### config.mk
export PLATFORM = sky130hd
export DESIGN_NAME = servo_motion_sequencer
export DESIGN_NICKNAME = d
export VERILOG_FILES = /design/src/rtl/servo_motion_sequencer.sv
export SDC_FILE = /design/constraint.sdc
export NUM_CORES = 1
export LEC_CHECK = 0
export CAP_MARGIN = 25
export CORE_MARGIN = 2
export CORE_UTILIZATION = 40
export DETAILED_ROUTE_END_ITERATION = 8
export PLACE_DENSITY = 0.69
export SLEW_MARGIN = 20
export SYNTH_ARGS = -nofsm -noshare
export SYNTH_HDL_FRONTEND = slang
export SYNTH_SLANG_ARGS = --single-unit
### constraint.sdc
create_clock -name clk -period 4.3 [get_ports clk]
set_input_delay 0.645 -clock clk [delete_from_list [all_inputs] [get_ports clk]]
set_output_delay 0.645 -clock clk [all_outputs]
set_load 0.02 [all_outputs]
### src/rtl/servo_motion_sequencer.sv
// rtl/servo_motion_sequencer.sv - rate-limited x/y/z pose slewing sequencer with settle and done
// Optional SEQ_HOME_EN adds a home input that slews every axis back to RESET_ANGLE.
module servo_motion_sequencer #(
    parameter int FREQ         = 25_000_000,
    parameter int UPDATE_HZ    = 50,
    parameter int STEP_DEG     = 2,
    parameter int SETTLE_TICKS = 5,
    parameter int BIT_SIZE     = 11,
    parameter int COORD_LIM    = 270,
    parameter int RESET_ANGLE  = 90
) (
    input  logic                       clk,
    input  logic                       rst,
    input  logic                       cmd_valid,
    output logic                       cmd_ready,
    input  logic signed [BIT_SIZE-1:0] cmd_x,
    input  logic signed [BIT_SIZE-1:0] cmd_y,
    input  logic signed [BIT_SIZE-1:0] cmd_z,
    input  logic                       abort,
`ifdef SEQ_HOME_EN
    input  logic                       home,
`endif
    output logic signed [BIT_SIZE-1:0] x,
    output logic signed [BIT_SIZE-1:0] y,
    output logic signed [BIT_SIZE-1:0] z,
    output logic                       busy,
    output logic                       done
);
    localparam int TICK_DIV = FREQ / UPDATE_HZ;
    localparam int TW = $clog2(TICK_DIV + 1);
    localparam int SW = $clog2(SETTLE_TICKS + 1);
    localparam logic signed [BIT_SIZE-1:0] LIM_P  = BIT_SIZE'(COORD_LIM);
    localparam logic signed [BIT_SIZE-1:0] LIM_N  = BIT_SIZE'(-COORD_LIM);
    localparam logic signed [BIT_SIZE-1:0] CENTRE = BIT_SIZE'(RESET_ANGLE);
    localparam logic signed [BIT_SIZE-1:0] STEP_B = BIT_SIZE'(STEP_DEG);
    localparam logic signed [BIT_SIZE:0]   STEP_W = (BIT_SIZE+1)'(STEP_DEG);

    typedef enum logic [1:0] {S_IDLE, S_MOVE, S_SETTLE, S_DONE} state_t;

    state_t                     state_q, state_d;
    logic [TW-1:0]              cnt_q, cnt_d;
    logic [SW-1:0]              settle_q, settle_d;
    logic signed [BIT_SIZE-1:0] x_q, x_d, y_q, y_d, z_q, z_d;
    logic signed [BIT_SIZE-1:0] tx_q, tx_d, ty_q, ty_d, tz_q, tz_d;
    logic                       ready_q, busy_q, done_q;
    logic                       tick, at_tgt, go_home;

    function automatic logic signed [BIT_SIZE-1:0] clamp(input logic signed [BIT_SIZE-1:0] v);
        if (v > LIM_P)      return LIM_P;
        else if (v < LIM_N) return LIM_N;
        else                return v;
    endfunction

    // Difference taken one bit wider so a full-range swing cannot wrap.
    function automatic logic signed [BIT_SIZE-1:0] slew(input logic signed [BIT_SIZE-1:0] cur,
                                                        input logic signed [BIT_SIZE-1:0] tgt);
        logic signed [BIT_SIZE:0] d;
        d = $signed({tgt[BIT_SIZE-1], tgt}) - $signed({cur[BIT_SIZE-1], cur});
        if (d <= STEP_W && d >= -STEP_W) return tgt;
        else if (d > 0)                  return cur + STEP_B;
        else                             return cur - STEP_B;
    endfunction

`ifdef SEQ_HOME_EN
    assign go_home = home;
`else
    assign go_home = 1'b0;
`endif

    assign tick   = (cnt_q == TW'(TICK_DIV - 1));
    assign at_tgt = (x_q == tx_q) && (y_q == ty_q) && (z_q == tz_q);

    always_comb begin
        state_d  = state_q;
        cnt_d    = cnt_q;
        settle_d = settle_q;
        x_d = x_q;  y_d = y_q;  z_d = z_q;
        tx_d = tx_q; ty_d = ty_q; tz_d = tz_q;
        case (state_q)
            S_IDLE: begin
                if (go_home) begin
                    tx_d = CENTRE; ty_d = CENTRE; tz_d = CENTRE;
                    cnt_d = '0;
                    state_d = S_MOVE;
                end else if (cmd_valid) begin
                    tx_d = clamp(cmd_x); ty_d = clamp(cmd_y); tz_d = clamp(cmd_z);
                    cnt_d = '0;
                    state_d = S_MOVE;
                end
            end
            S_MOVE: begin
                cnt_d = tick ? '0 : cnt_q + 1'b1;
                if (abort) begin
                    tx_d = x_q; ty_d = y_q; tz_d = z_q;
                    state_d = S_IDLE;
                end else if (at_tgt) begin
                    settle_d = '0;
                    state_d  = S_SETTLE;
                end else if (tick) begin
                    x_d = slew(x_q, tx_q);
                    y_d = slew(y_q, ty_q);
                    z_d = slew(z_q, tz_q);
                end
            end
            S_SETTLE: begin
                cnt_d = tick ? '0 : cnt_q + 1'b1;
                if (abort) begin
                    tx_d = x_q; ty_d = y_q; tz_d = z_q;
                    state_d = S_IDLE;
                end else if (tick) begin
                    if (settle_q == SW'(SETTLE_TICKS - 1)) state_d = S_DONE;
                    else                                   settle_d = settle_q + 1'b1;
                end
            end
            default: state_d = S_IDLE;
        endcase
    end

    always_ff @(posedge clk) begin
        if (!rst) begin
            state_q  <= S_IDLE;
            cnt_q    <= '0;
            settle_q <= '0;
            x_q <= CENTRE;  y_q <= CENTRE;  z_q <= CENTRE;
            tx_q <= CENTRE; ty_q <= CENTRE; tz_q <= CENTRE;
            ready_q <= 1'b1;
            busy_q  <= 1'b0;
            done_q  <= 1'b0;
        end else begin
            state_q  <= state_d;
            cnt_q    <= cnt_d;
            settle_q <= settle_d;
            x_q <= x_d;  y_q <= y_d;  z_q <= z_d;
            tx_q <= tx_d; ty_q <= ty_d; tz_q <= tz_d;
            ready_q <= (state_d == S_IDLE);
            busy_q  <= (state_d == S_MOVE) || (state_d == S_SETTLE);
            done_q  <= (state_d == S_DONE);
        end
    end

    assign x         = x_q;
    assign y         = y_q;
    assign z         = z_q;
    assign cmd_ready = ready_q;
    assign busy      = busy_q;
    assign done      = done_q;
endmodule

Word-level counts from Yosys, hierarchy flattened. Cells that the tools add are included.

Flip-flop bits (word level): 93. ROM bits: 0. Input port bits: 37. Latch bits: 0. Memories kept: 0. Logic and storage cells: 109. RAM bits: 0.

Equality and inequality tests: 17. $add $sub $neg: 11. Reduce and logical (&&, ||, !) cells: 15. Divide/modulo/power cells: 0. Bitwise gates (word level): 2. Shift operators: 0. $mul: 0. Magnitude comparators: 15. Mux-type cells: 37.

Operators by type and width (number): $mux W11 (18); $pmux W11 S2 (3); $mux W19 (2); $pmux W19 S2 (1); $ge A12 B2 Y1 const B (3); $gt A12 B1 Y1 const B (3); $le A12 B3 Y1 const B (3); $sub A11 B11 Y12 (3); $add A11 B3 Y11 const B (3); $eq A11 B11 Y1 (3); $gt A11 B10 Y1 const B (3); $lt A11 B10 Y1 const B (3); $sub A11 B3 Y11 const B (3); $add A19 B1 Y19 const B (1); $eq A19 B19 Y1 const B (1); $mux W3 (5); $mux W2 (6); $ne A2 B2 Y1 const B (6); $eq A2 B2 Y1 const B (3); $pmux W2 S3 (1); $pmux W3 S2 (1); $reduce_and A6 Y1 (1); $logic_and A1 B1 Y1 (5); $eq A2 B1 Y1 const B (2); 11 further kinds (14).

Depth between registers and ports, before layout.
Word-level depth: 8. Mapped depth: 21. Depth with buffers taken out: 21.

Least setup slack after synthesis. OpenSTA, ideal clock, no wires.

Path kind: register to register. From: reg z_q[0], in the netlist z[0]. To: reg z_q[10], in the netlist z[10]. Data arrival time: 4.534 ns. Period minus slack after synthesis: 4.654 ns. Setup time: 0.120 ns. Slack: -0.354 ns. Cell stages (with the launch flop): 21. Cell sequence: dfxtp_1 > ha_1 > inv_1 > fa_1 > a21o_1 > a221oi_2 > o21ai_1 > o311ai_2 > nor3b_1 > a21oi_1 > inv_1 > ha_1 > a21o_1 > a211oi_1 > o21bai_1 > a21o_1 > a21oi_1 > o21ai_0 > xnor2_1 > and4_1 > o31a_1.

Longest elaborated chain between the ends: 4. Elaborated cells on any way between the ends: 13.

Ends and longest elaborated chain: start: declaration (RTL line 43) `logic signed [BIT_SIZE-1:0] x_q, x_d, y_q, y_d, z_q, z_d;`; start signal: assignment (RTL line 124) `x_q <= CENTRE; y_q <= CENTRE; z_q <= CENTRE;`; start signal: assignment (RTL line 133) `x_q <= x_d; y_q <= y_d; z_q <= z_d;`; $sub A11 B11 Y12 or $eq A11 B11 Y1 (tied branches) (RTL line 58, 71); $gt A12 B1 Y1, or another cell as far along (RTL line 60) `else if (d > 0) return cur + STEP_B;`; $mux W11, or another cell as far along (RTL line 60); $mux W11 or $reduce_and A4 Y1 (tied branches).

Several ways; a longest one is shown, not always the timed one. A chain may end at the register's enable or synchronous reset.

Worst setup path after layout.
From: reg ty_q[0]. To: reg y_q[10], in the netlist y[10].

Longest elaborated chain between the ends: 5. Elaborated cells on any way between the ends: 12.

Ends and longest elaborated chain: start: declaration (RTL line 44) `logic signed [BIT_SIZE-1:0] tx_q, tx_d, ty_q, ty_d, tz_q, tz_d;`; start signal: assignment (RTL line 134) `tx_q <= tx_d; ty_q <= ty_d; tz_q <= tz_d;`; parallel branches: the longest is 5 deep, another holds $sub A11 B11 Y12; end signal: assignment (RTL line 124); end signal: assignment (RTL line 133); end: declaration (RTL line 43).

Several ways; the timed one is not identified.

==> results.sh <==
export IMPL_layoutNonFillerInstCount=1428
export IMPL_clk_path_buf_depth=2
export IMPL_hold_viol_final=0
export IMPL_setup_ws_ns=0.1134
export IMPL_io_buffers=72
export IMPL_comb_power_share_pct=50.9
export IMPL_wire_per_inst_um=17.17
export IMPL_overflow=0
export IMPL_die_w_um=145.5
export IMPL_fmax_mhz=238.9
export IMPL_totalWireLength_um=24520
export IMPL_synthCells=1039
export IMPL_ys_seq_elements=93
export IMPL_place_gp_congestion=0.9313
export IMPL_rrSetupSlack_ns=0.11
export IMPL_synth_top_cells_by_count="95 x nand2_1, 93 x dfxtp_1, 91 x nor2_1"
export IMPL_setup_viol=0
export IMPL_fillers=1851
export IMPL_drt_pass1_iterations=5
export IMPL_cp_start_kind="register"
export IMPL_cp_slowest_cell="fa_2"
export IMPL_synth_edf_count=0
export IMPL_synth_most_common_cell="nand2_1"
export IMPL_whs_ns=0.4687
export IMPL_status="completed"
export IMPL_final_nets=1270
export IMPL_synth_area_per_cell_sq_um=7.713
export IMPL_place_hpwl_um=18350
export IMPL_required_ns=4.55
export IMPL_std_cell_rows=51
export IMPL_avgViaCountPerCell=5.756
export IMPL_cpLargestDelayFamily="compound AO/OA/AOI/OAI gates"
export IMPL_fin_setup_tns_ns=0
export IMPL_die_height_um=145.5
export IMPL_syn_to_final_growth_pct=27.28
export IMPL_clockPowerShare_pct=23.1
export IMPL_drive_gt1_share_pct=17.11
export IMPL_htreeDepth=3
export IMPL_cts_tree="built"
export IMPL_power_density_mw_per_mm2=354.4
export IMPL_hold_end="x[0]$_SDFFE_PN0P_"
export IMPL_r2r_start="ty_q[0]$_SDFFE_PN0P_"
export IMPL_clk_latency_ns=0.36
export IMPL_synth_ff_type="dfxtp_1"
export IMPL_critPathCaptureType="register"
export IMPL_crit_path_cell_trace="inv_2, ha_4, inv_2, fa_2, a211o_1, buf_4, a21oi_4, o221ai_2, nor4_2, o2111ai_2, o21bai_4, buf_6, ha_4, o21a_1, a21oi_2, o21bai_1, a21oi_2, o21ai_1, xnor2_1, and4bb_1, o31a_1"
export IMPL_worstHoldPathCells=2
export IMPL_skew_ns=0.009684
export IMPL_syn_num_nets=1151
export IMPL_final_util_pct=52.07
export IMPL_core_area_sq_mm=0.01959
export IMPL_syn_area_sq_mm=0.008014
export IMPL_seqPwrFrac_pct=26.0
export IMPL_synthDistinctLibCells=82
export IMPL_drv_slew=0
export IMPL_drt_iter0_markers=591
export IMPL_grt_pass1_vias=7630
export IMPL_diodes=0
export IMPL_fin_crit_sh_pct=97.36
export IMPL_arrival_ns=4.43
export IMPL_r2r_end="y[10]$_SDFFE_PN0P_"
export IMPL_post_route_min_period_ns=4.187
export IMPL_synth_top_area_share_pct=23.23
export IMPL_rsz0062_at_grt="yes"
export IMPL_start_util_pct=40.91
export IMPL_drcViolationCount=0
export IMPL_ant_nets=0
export IMPL_cap_violations=0
export IMPL_dieArea_sq_mm=0.02118
export IMPL_boundaryPins=73
export IMPL_worst_slew_pin_slew_ns=0.8680
export IMPL_synth_area_leaders="dfxtp_1 23%, ha_1 11%, nand2_1 4.4%"
export IMPL_antenna_found_initial=0
export IMPL_yosysSeqAreaShare_pct=23.23
export IMPL_worstRegToRegCells=21
export IMPL_clock_sink_count=93
export IMPL_max_stage_delay_ns=0.35
export IMPL_worstPathMaxFanout=5
export IMPL_intPower_mw=2.248
export IMPL_crit_type="register to register"
export IMPL_yosys_area_top_type="dfxtp_1"
export IMPL_grtUsageTotal_pct=22.33
export IMPL_root_buffer="clkbuf_16"
export IMPL_preCtsSetupSlack_ns=-0.04639
export IMPL_grt_start_max_net_pins=41
export IMPL_p_switching_mw=1.367
export IMPL_p_leak_nw=4.099
export IMPL_cp_startpoint="ty_q[0]$_SDFFE_PN0P_"
export IMPL_numCtsBuffers=9
export IMPL_netSwitchingFraction_pct=37.81
export IMPL_irDropWorstVdd_mv=0.2075
export IMPL_async_flop_share_pct=0
export IMPL_relSlewSlack_pct=41.77
export IMPL_grt_pass1_wl_um=39120
export IMPL_dp_cells=1395
export IMPL_vias=8219
export IMPL_yosysWarnings=0
export IMPL_clk_pin_slew_ns=0.07
export IMPL_hold_start="tx_q[0]$_SDFFE_PN0P_"
export IMPL_min_path_type="register to register"
export IMPL_critPathBufInv=4
==> state kept, by name, indices dropped and copies added (netlist names) <==
register,count
cnt_q,19
tx_q,11
ty_q,11
tz_q,11
x,11
y,11
z,11
settle_q,3
state_q,2
busy,1
cmd_ready,1
done,1
==> worst min-delay path, stage by stage (launching register included) <==
cell and delay [ns]:
dfxtp_1 0.31, nand3_1 0.06, a21oi_1 0.06
==> stage by stage <==
stage | total power [mW] | cell area (sq um)
detailed placement | 2.535 | 9440
finish | 3.615 | 10200
floorplan | 2.121 | 8100
global route | 3.846 | 10200
CTS | 3.405 | 9803
global placement | 2.522 | 9440
==> final cells by class <==
type                       instances  area, sq um  share of cell area [%]
multi-input combinational        828         6041                   59.22
sequential                        93         1879                   18.42
timing repair buffer             157         1378                   13.51
tap                              265        331.6                   3.251
inverter                          69        261.5                   2.564
clock buffer                      10        239.0                   2.343
clock inverter                     6        70.07                  0.6869
==> routing by layer <==
metal  global-route usage (%)  up-vias  wire (um)
li1                         -     4050          -
met1                    30.37     3840      11190
met2                    35.62      286      11130
met3                    4.984       43       1728
met4                    6.324        0        465
met5                        0        -          0
==> cell families (layout without fill, tap and decap cells) <==
family	after synthesis	after routing	share of synthesized area, %
XOR/XNOR	51	51	5.668
AND/OR/NAND/NOR	387	387	24.87
adder cells (fa/ha/maj)	75	75	12.27
buffers and inverters	118	242	6.073
multiplexers	23	23	2.873
flip-flops	93	93	23.23
AO/OA/AOI/OAI	292	292	25.01
==> worst max path at each step <==
stage	endpoint	cells after the start	slack, ns
after CTS	z[10]$_SDFFE_PN0P_	21	0.007
after detailed placement	x[10]$_SDFFE_PN0P_	21	-0.05
after global routing	x[10]$_SDFFE_PN0P_	21	-0.19
after global placement	x[10]$_SDFFE_PN0P_	21	0.05
final	y[10]$_SDFFE_PN0P_	21	0.11
after floorplan	y[10]$_SDFFE_PN0P_	19	0.006
==> layout by cell type (no fill, tap or decap), drive strengths merged, types with 4 or more instances in the layout <==
cell / synthesis / routed
nand2: 95 / 95
nor2: 93 / 93
dfxtp: 93 / 93
buf: 14 / 85
clkdlybuf4s50: 0 / 72
o21ai: 71 / 71
inv: 68 / 70
ha: 69 / 69
a21oi: 67 / 67
xnor2: 28 / 28
nor3: 28 / 28
o211ai: 27 / 27
nand3: 26 / 26
nand4: 23 / 23
mux2i: 23 / 23
xor2: 23 / 23
nor2b: 21 / 21
nand2b: 19 / 19
o311ai: 19 / 19
a211oi: 19 / 19
nor4: 18 / 18
and3: 13 / 13
o21a: 12 / 12
a21o: 12 / 12
o221ai: 10 / 10
clkbuf: 35 / 10
nor3b: 8 / 8
o22ai: 7 / 7
and2: 7 / 7
or2: 7 / 7
a31oi: 7 / 7
or3: 6 / 6
o21bai: 6 / 6
fa: 6 / 6
o31a: 5 / 5
a311oi: 5 / 5
a221oi: 5 / 5
or4: 4 / 4
o2111ai: 4 / 4
nor4b: 4 / 4
==> timing repair <==
action	CTS	global route
pin swaps	2	37
hold buffers	0	0
endpoints found under the setup margin	4	12
buffers inserted	4	13
resized for setup	3	66
==> power groups by stage <==
stage	Combinational (mW)	Sequential [mW]	Clock [mW]
3_3_place_gp	1.57	0.955	0
3_5_place_dp	1.58	0.955	0
4_1_cts	1.62	0.936	0.849
6_report	1.84	0.939	0.837
5_1_grt	2.02	0.942	0.888
2_1_floorplan	1.18	0.944	0
Power figures use the tool's default switching activity.
